==> config.mk <==
export PLATFORM = sky130hd
export DESIGN_NAME = target_decoder
export DESIGN_NICKNAME = d
export VERILOG_FILES = /design/src/rtl/target_decoder.sv
export SDC_FILE = /design/constraint.sdc
export NUM_CORES = 1
export LEC_CHECK = 0
export ABC_AREA = 1
export BUFFER_PORTS_ARGS = -buffer_cell sky130_fd_sc_hd__buf_2
export CAP_MARGIN = 20
export CORE_MARGIN = 3
export CORE_UTILIZATION = 65
export CTS_BUF_LIST = sky130_fd_sc_hd__clkbuf_4 sky130_fd_sc_hd__clkbuf_8
export CTS_CLUSTER_SIZE = 8
export DETAILED_ROUTE_END_ITERATION = 10
export HOLD_SLACK_MARGIN = 0.06
export PLACE_DENSITY = 0.92
export SLEW_MARGIN = 5
export SYNTH_ARGS = -nofsm -noshare
export SYNTH_HDL_FRONTEND = slang
export SYNTH_SLANG_ARGS = --single-unit
==> constraint.sdc <==
create_clock -name clk -period 3 [get_ports clk]
set_clock_uncertainty 0.15 [all_clocks]
set_input_delay 0.15 -clock clk [delete_from_list [all_inputs] [get_ports clk]]
set_output_delay 0.15 -clock clk [all_outputs]
set_load 0.005 [all_outputs]
==> src/rtl/target_decoder.sv <==
// target_decoder
// Expands the 32-bit compact difficulty field (nBits) of a block header into
// the full 256-bit target used by the hash-vs-target comparator. The mantissa
// is moved into place one byte per clock. target/negative/overflow only
// change on the cycle the FSM enters DONE, so the comparator never sees an
// intermediate value while a decode is in progress.

module target_decoder #(
   parameter int TARGET_W = 256
) (
   input  logic                clk,
   input  logic                n_rst,
   input  logic                start,
   input  logic [31:0]         nbits,
   output logic [TARGET_W-1:0] target,
   output logic                busy,
   output logic                done,
   output logic                negative,
   output logic                overflow
);

   typedef enum logic [1:0] {
      ST_IDLE  = 2'd0,
      ST_LOAD  = 2'd1,
      ST_SHIFT = 2'd2,
      ST_DONE  = 2'd3
   } state_t;

   state_t                state_q;
   logic [31:0]           nbits_q;     // compact field captured on the start edge
   logic [TARGET_W-1:0]   work_q;      // byte-serial shifter
   logic [7:0]            cnt_q;       // byte shifts still to perform
   logic                  left_q;      // 1: shift toward MSB, 0: toward LSB
   logic                  neg_q;
   logic                  ovf_q;
   logic [TARGET_W-1:0]   target_q;
   logic                  negative_q;
   logic                  overflow_q;

   // Fields of the captured compact value and everything LOAD needs
   logic [7:0]            exp_s;
   logic [22:0]           mant_s;
   logic                  mant_nz_s;
   logic                  neg_d;
   logic                  ovf_d;
   logic                  left_d;
   logic [7:0]            dist_s;
   logic [7:0]            cnt_d;
   logic [TARGET_W-1:0]   work_d;

   // Decode exponent/mantissa, derive shift direction/count and error flags
   always_comb begin
      exp_s     = nbits_q[31:24];
      mant_s    = nbits_q[22:0];
      mant_nz_s = (mant_s != 23'd0);
      neg_d     = nbits_q[23] & mant_nz_s;
      // A result wider than 256 bits: any mantissa past E=34, more than one
      // significant byte at E=34, more than two at E=33.
      ovf_d     = mant_nz_s & ((exp_s > 8'd34) |
                               ((mant_s > 23'h0000FF) & (exp_s > 8'd33)) |
                               ((mant_s > 23'h00FFFF) & (exp_s > 8'd32)));
      if (exp_s >= 8'd3) begin
         left_d = 1'b1;
         dist_s = exp_s - 8'd3;
      end else begin
         left_d = 1'b0;
         dist_s = 8'd3 - exp_s;
      end
      // Error results are forced to zero, so skip the shifting entirely.
      if (neg_d | ovf_d) begin
         cnt_d = 8'd0;
      end else begin
         cnt_d = dist_s;
      end
      work_d = {{(TARGET_W-23){1'b0}}, mant_s};
   end

   // Decode FSM: capture, load shifter, shift one byte per clock, publish
   always_ff @(posedge clk or negedge n_rst) begin
      if (!n_rst) begin
         state_q    <= ST_IDLE;
         nbits_q    <= 32'd0;
         work_q     <= {TARGET_W{1'b0}};
         cnt_q      <= 8'd0;
         left_q     <= 1'b0;
         neg_q      <= 1'b0;
         ovf_q      <= 1'b0;
         target_q   <= {TARGET_W{1'b0}};
         negative_q <= 1'b0;
         overflow_q <= 1'b0;
      end else begin
         case (state_q)
            ST_IDLE: begin
               if (start) begin
                  nbits_q <= nbits;
                  state_q <= ST_LOAD;
               end else begin
                  state_q <= ST_IDLE;
               end
            end
            ST_LOAD: begin
               work_q  <= work_d;
               cnt_q   <= cnt_d;
               left_q  <= left_d;
               neg_q   <= neg_d;
               ovf_q   <= ovf_d;
               state_q <= ST_SHIFT;
            end
            ST_SHIFT: begin
               if (cnt_q != 8'd0) begin
                  if (left_q) begin
                     work_q <= work_q << 8;
                  end else begin
                     work_q <= work_q >> 8;
                  end
                  cnt_q <= cnt_q - 8'd1;
               end else begin
                  if (neg_q | ovf_q) begin
                     target_q <= {TARGET_W{1'b0}};
                  end else begin
                     target_q <= work_q;
                  end
                  negative_q <= neg_q;
                  overflow_q <= ovf_q;
                  state_q    <= ST_DONE;
               end
            end
            ST_DONE: begin
               // start is deliberately not looked at here
               state_q <= ST_IDLE;
            end
            default: begin
               state_q <= ST_IDLE;
            end
         endcase
      end
   end

   assign target   = target_q;
   assign negative = negative_q;
   assign overflow = overflow_q;
   assign busy     = (state_q != ST_IDLE);
   assign done     = (state_q == ST_DONE);

endmodule

Word-level counts from Yosys, hierarchy flattened
Cells that the tools add are included.
{ "word_totals": {"reg_bits": 559, "output_inout_bits": 260, "in_bits": 35, "word_cells": 53} }
{ "op_classes": {"n_addsub": 3, "muxes": 12, "eq_ne": 5, "bitwise_logic": 9, "magnitude_cmp": 6, "n_reduce_logical": 8} }
{ "op_table": {"columns": ["cell", "n"], "rows": [
  ["$mux W256", 3],
  ["$pmux W256 S2", 1],
  ["$gt A8 B6 Y1 const B", 3],
  ["$mux W8", 3],
  ["$gt A23 B16 Y1 const B", 1],
  ["$gt A23 B8 Y1 const B", 1],
  ["$reduce_bool A23 Y1", 1],
  ["$pmux W8 S2", 1],
  ["$ge A8 B2 Y1 const B", 1],
  ["$pmux W2 S4", 1],
  ["$reduce_bool A8 Y1", 1],
  ["$sub A2 B8 Y8 const A", 1],
  ["$sub A8 B1 Y8 const B", 1],
  ["$sub A8 B2 Y8 const B", 1],
  ["$reduce_and A2 Y1", 3],
  ["$and A1 B1 Y1", 4],
  ["$eq A2 B2 Y1 const B", 2],
  ["$ne A2 B2 Y1 const B", 2],
  ["$or A1 B1 Y1", 4],
  ["$reduce_bool A2 Y1", 2],
  ["$eq A2 B1 Y1 const B", 1],
  ["$logic_not A2 Y1", 1],
  ["$mux W1", 2],
  ["$mux W2", 1],
  ["$not A1 Y1", 1]
]} }

Longest topological paths before layout
{ "depth": {"ltp_word": 8, "ltp_mapped": 14, "depth_no_buf": 14} }

Worst setup path before layout
Ideal clock, no wire load.
{ "synth_path": {"kind": "register to register", "from": "register state_q[0]", "to": "register work_q[110]", "t_arrival_ps": 1725, "period_less_slack_ps": 2005, "path_stages_with_launch": 12, "path_slack_ps": 995, "n_path_buf": 3, "required_time_ps": 2720, "setup_ps": 130, "cell_sequence": "dfrtp_1 > inv_1 > ha_1 > buf_2 > inv_1 > nor2_1 > inv_1 > clkbuf_1 > clkbuf_1 > o22ai_1 > nand2_1 > o21ai_0"} }
{ "synth_via": {"elab_chain_cells": 3, "word_cells_on_any_way": 6, "classes_between": "eq/ne (3); mux (1); reduce/logical (2)"} }
{ "synth_rtl": {"columns": ["item", "line_no", "text"], "rows": [
  ["start, declared", "29", "state_t state_q;"],
  ["start signal, assigned", "81", "state_q <= ST_IDLE;"],
  ["start signal, assigned", "96", "state_q <= ST_LOAD;"],
  ["start signal, assigned", "98", "state_q <= ST_IDLE;"],
  ["$eq A2 B2 Y1 / $eq A2 B1 Y1 (equally long branches)", "92", "case (state_q)"],
  ["$ne A2 B2 Y1 (no source line) / $reduce_bool A2 Y1 (equally long branches)", null, null],
  ["$reduce_and A2 Y1 (no source line)", null, null],
  ["end signal, assigned", "102", "work_q <= work_d;"],
  ["end signal, assigned", "112", "work_q <= work_q << 8;"],
  ["end signal, assigned", "114", "work_q <= work_q >> 8;"],
  ["end, declared", "31", "logic [TARGET_W-1:0] work_q;"]
]} }
Several ways; a longest one is shown, not always the timed one.
A chain may end at the register's enable or synchronous reset.

Worst setup path after layout
{ "layout_path": {"from": "register cnt_q[0]", "to": "register work_q[250]"} }
{ "layout_via": {"elab_chain_cells": 3} }
{ "layout_rtl": {"columns": ["item", "line_no", "text"], "rows": [
  ["start, declared", "32", "logic [7:0] cnt_q;"],
  ["start signal, assigned", "103", "cnt_q <= cnt_d;"],
  ["start signal, assigned", "116", "cnt_q <= cnt_q - 8'd1;"],
  ["$reduce_bool A8 Y1", "110", "if (cnt_q != 8'd0) begin"],
  ["$ne A2 B2 Y1 (no source line)", null, null],
  ["$reduce_and A2 Y1 (no source line)", null, null]
]} }
Every way passes these cells.

==> run summary <==
Status - completed
Synth Area per Inst - 8.61 um2
Max H-tree Level - 3
Buffers on Ports - 294
Setup TNS - 0 ps
RSZ-0062 raised after global routing - no
Endpoints failing setup - 0
I/O pin count - 295
Min Clock Period, post-route - 2790 ps
# resized after CTS - 0
Synth area leaders - dfrtp_1, nand2_1, o21ai_0
Total CTS buffers - 87
Fin nets - 3132
Metal1 wirelength - 26.7 mm
Routability Congestion - 0.892
Grt ovf - 0
Syn. warnings - 0
Top sig layer - met4
Crit path launch type - flip-flop
Rows - 70
Crit-path max cell delay - 550 ps
Final Hold Violating Endpoints - 0
WP data arrival - 3180 ps
Die W - 199 um
Clock transition at path regs - 70 ps
Final Total Pwr - 0.0215 W
Biggest area consumer among synthesized cells - dfrtp_1
Final HPWL DP - 44.3 mm
Flops & latches, synth - 559
Met2 Wirelength - 31.9 mm
Met3 routed WL - 6.98 mm
Synth Flop Type - dfrtp_1
CTS tree - built
Syn_nets - 2870
Final period utilization - 92.9%
# fillers - 2323
Cell Pwr Density - 765 nW/um2
Mapped Area - 24300 um2
Fraction of final layout cells sized beyond drive strength 1 - 16.1%
Slew Limit Fails - 0
Die area - 39800 um2
Area growth syn-to-layout - 15.7%
Hold_buf cts - 36
Most frequent CP cell - nand2_1
First-pass GRT wire length - 109 mm
Leak - 12.9 nW
Initial antenna violation count - 1
Core outline area - 36800 um2
Die H - 199 um
Sequential-to-total area share from yosys stat - 57.5%
Fmax - 359 MHz
Worst slew pin tran - 882 ps
CP Class - flip-flop to flip-flop
Max_slew headroom - 41.1%
Initial cell density of the core - 66.1%
CP Capture Type - flip-flop
Post-synth ARST share - 100%
Buf/Inv on CP - 3
Drt pass-1 iters - 7
Largest net degree at the start of global routing - 173
Root Buffer - clkbuf_8
Worst path cell trace - inv_1, ha_1, nand2_1, nor2_2, nand2_1, nor2_1, nand2_4, o21ai_2, inv_8, buf_12, nand3_1, o21ai_0
Synth Instances - 2825
Peak supply drop - 0.966 mV
DRC errors left - 0
Worst-Skew Late Latency - 640 ps
WL final - 69.1 mm
Post-route ant nets - 0
Critical-path top delay cell - inv_8
Vias/cell - 6.08
Wirelength per Cell - 19.2 um
Distinct cell type count after synthesis - 30
Worst Path Required - 3400 ps
Iteration-0 DRC count of the detailed router - 2857
Delay-heaviest family, CP - buffers and inverters
Max Cap Viol - 0
Total setup buffers inserted after CTS - 0
Clock tree buffer depth - 3
Yosys top cell area share - 57.5%
Tot GR Track Use - 34.4%
Max FO, Critical Path - 140
CTS Sinks - 559
Via Count - 21900
Hold Crit Class - input port to flip-flop
Post-synth EDFFs - 0
Vias in the first global route - 20700
cells by family (layout without fill, tap and decap cells):
kind of cell / after synthesis / after routing / share of synthesized area [%]
AOI/OAI and AO/OA: 804 / 804 / 18.0
xor gates and xnor gates: 2 / 2 / 0.0720
adders and majority gates: 10 / 10 / 0.514
buffers and inverters: 490 / 801 / 8.49
DFF: 559 / 559 / 57.5
muxes: 14 / 14 / 0.648
other: 0 / 1 / 0
and+or+nand+nor: 946 / 946 / 14.8
synthesized netlist by cell type, drive strengths merged, types with 2 or more instances:
master and instances:
nand2 842, inv 284, o21ai 519, o211ai 3, dfrtp 559, a21oi 37, clkbuf 134, o22ai 234
buf 72, mux2 14, or2 2, nand4 4, o221ai 10, nand3 27, nor2 68, ha 10
through the flow:
step / hold slack (ps) / instances / setup WS (ps) / utilization, % / cell area, um2
2_1_floorplan: -296 / 2825 / 995 / - / 24300
3_5_place_dp: 48.9 / 3428 / 320 / 70.8 / 26000
6_report: 131 / 3605 / 212 / 76.5 / 28100
3_3_place_gp: 42.0 / 3428 / 424 / 70.8 / 26000
5_1_grt: 156 / 3605 / 22.9 / 76.5 / 28100
4_1_cts: 120 / 3602 / 276 / 76.4 / 28100
report_power, final:
part	switching [W]	leakage, nW	internal, W	total [W]
Sequential	0.000492	7.66	0.00816	0.00865
Combinational	0.00478	4.32	0.00173	0.00651
Clock	0.00291	0.898	0.00346	0.00637
Total	0.00818	12.9	0.0134	0.0215
final cells by class:
type                       instances  area [um2]  area share [%]
tap                              468         586            2.08
antenna                            1        2.50         0.00889
multi-input combinational       1776        8300            29.5
inverter                         284        1080            3.83
timing repair buffer             379        2510            8.92
clock inverter                     5        35.0           0.124
clock buffer                     133        1650            5.86
sequential                       559       14000            49.7
state kept, by name, summed over array words and instances, names as in the netlist, 2 cells and up:
register  cells
cnt_q         8
state_q       2
nbits_q      32
target      256
work_q      256
per-layer routing:
metal / global-route usage [%] / up-vias
li1: - / 9809
met3: 6.64 / 256
met1: 47.6 / 10500
met4: 16.7 / 0
met2: 53.1 / 1403
met5: 0 / -
final timing paths:
kind | from | end | slack [ps] | depth (start not counted)
min reg2reg | target[71]$_DFFE_PN0P_ | target[71]$_DFFE_PN0P_ | 330 | 2
max reg2reg | cnt_q[0]$_DFFE_PN0P_ | work_q[250]$_DFFE_PN0P_ | 210 | 12
max | cnt_q[0]$_DFFE_PN0P_ | work_q[250]$_DFFE_PN0P_ | 210 | 12
max in group asynchronous | n_rst | target[175]$_DFFE_PN0P_ | 1540 | 4
min | nbits[23] | nbits_q[23]$_DFFE_PN0P_ | 130 | 3
min in group asynchronous | n_rst | work_q[32]$_DFFE_PN0P_ | 640 | 4
tightest hold or removal path: cells and delay by family:
family / cells / cell delay, ps
buf+inv: 2 / 610
mux: 1 / 130
placed cells by master (no fill, tap or decap), drive strengths merged, types with 10 or more instances in the layout:
| cell | netlist | routed |
|---|---|---|
| dfrtp | 559 | 559 |
| clkbuf | 134 | 133 |
| inv | 284 | 286 |
| mux2 | 14 | 14 |
| nand3 | 27 | 27 |
| o221ai | 10 | 10 |
| nor2 | 68 | 68 |
| ha | 10 | 10 |
| nand2 | 842 | 842 |
| o22ai | 234 | 234 |
| o21ai | 519 | 519 |
| buf | 72 | 344 |
| dlygate4sd3 | 0 | 35 |
| a21oi | 37 | 37 |
Power figures use the tool's default switching activity.
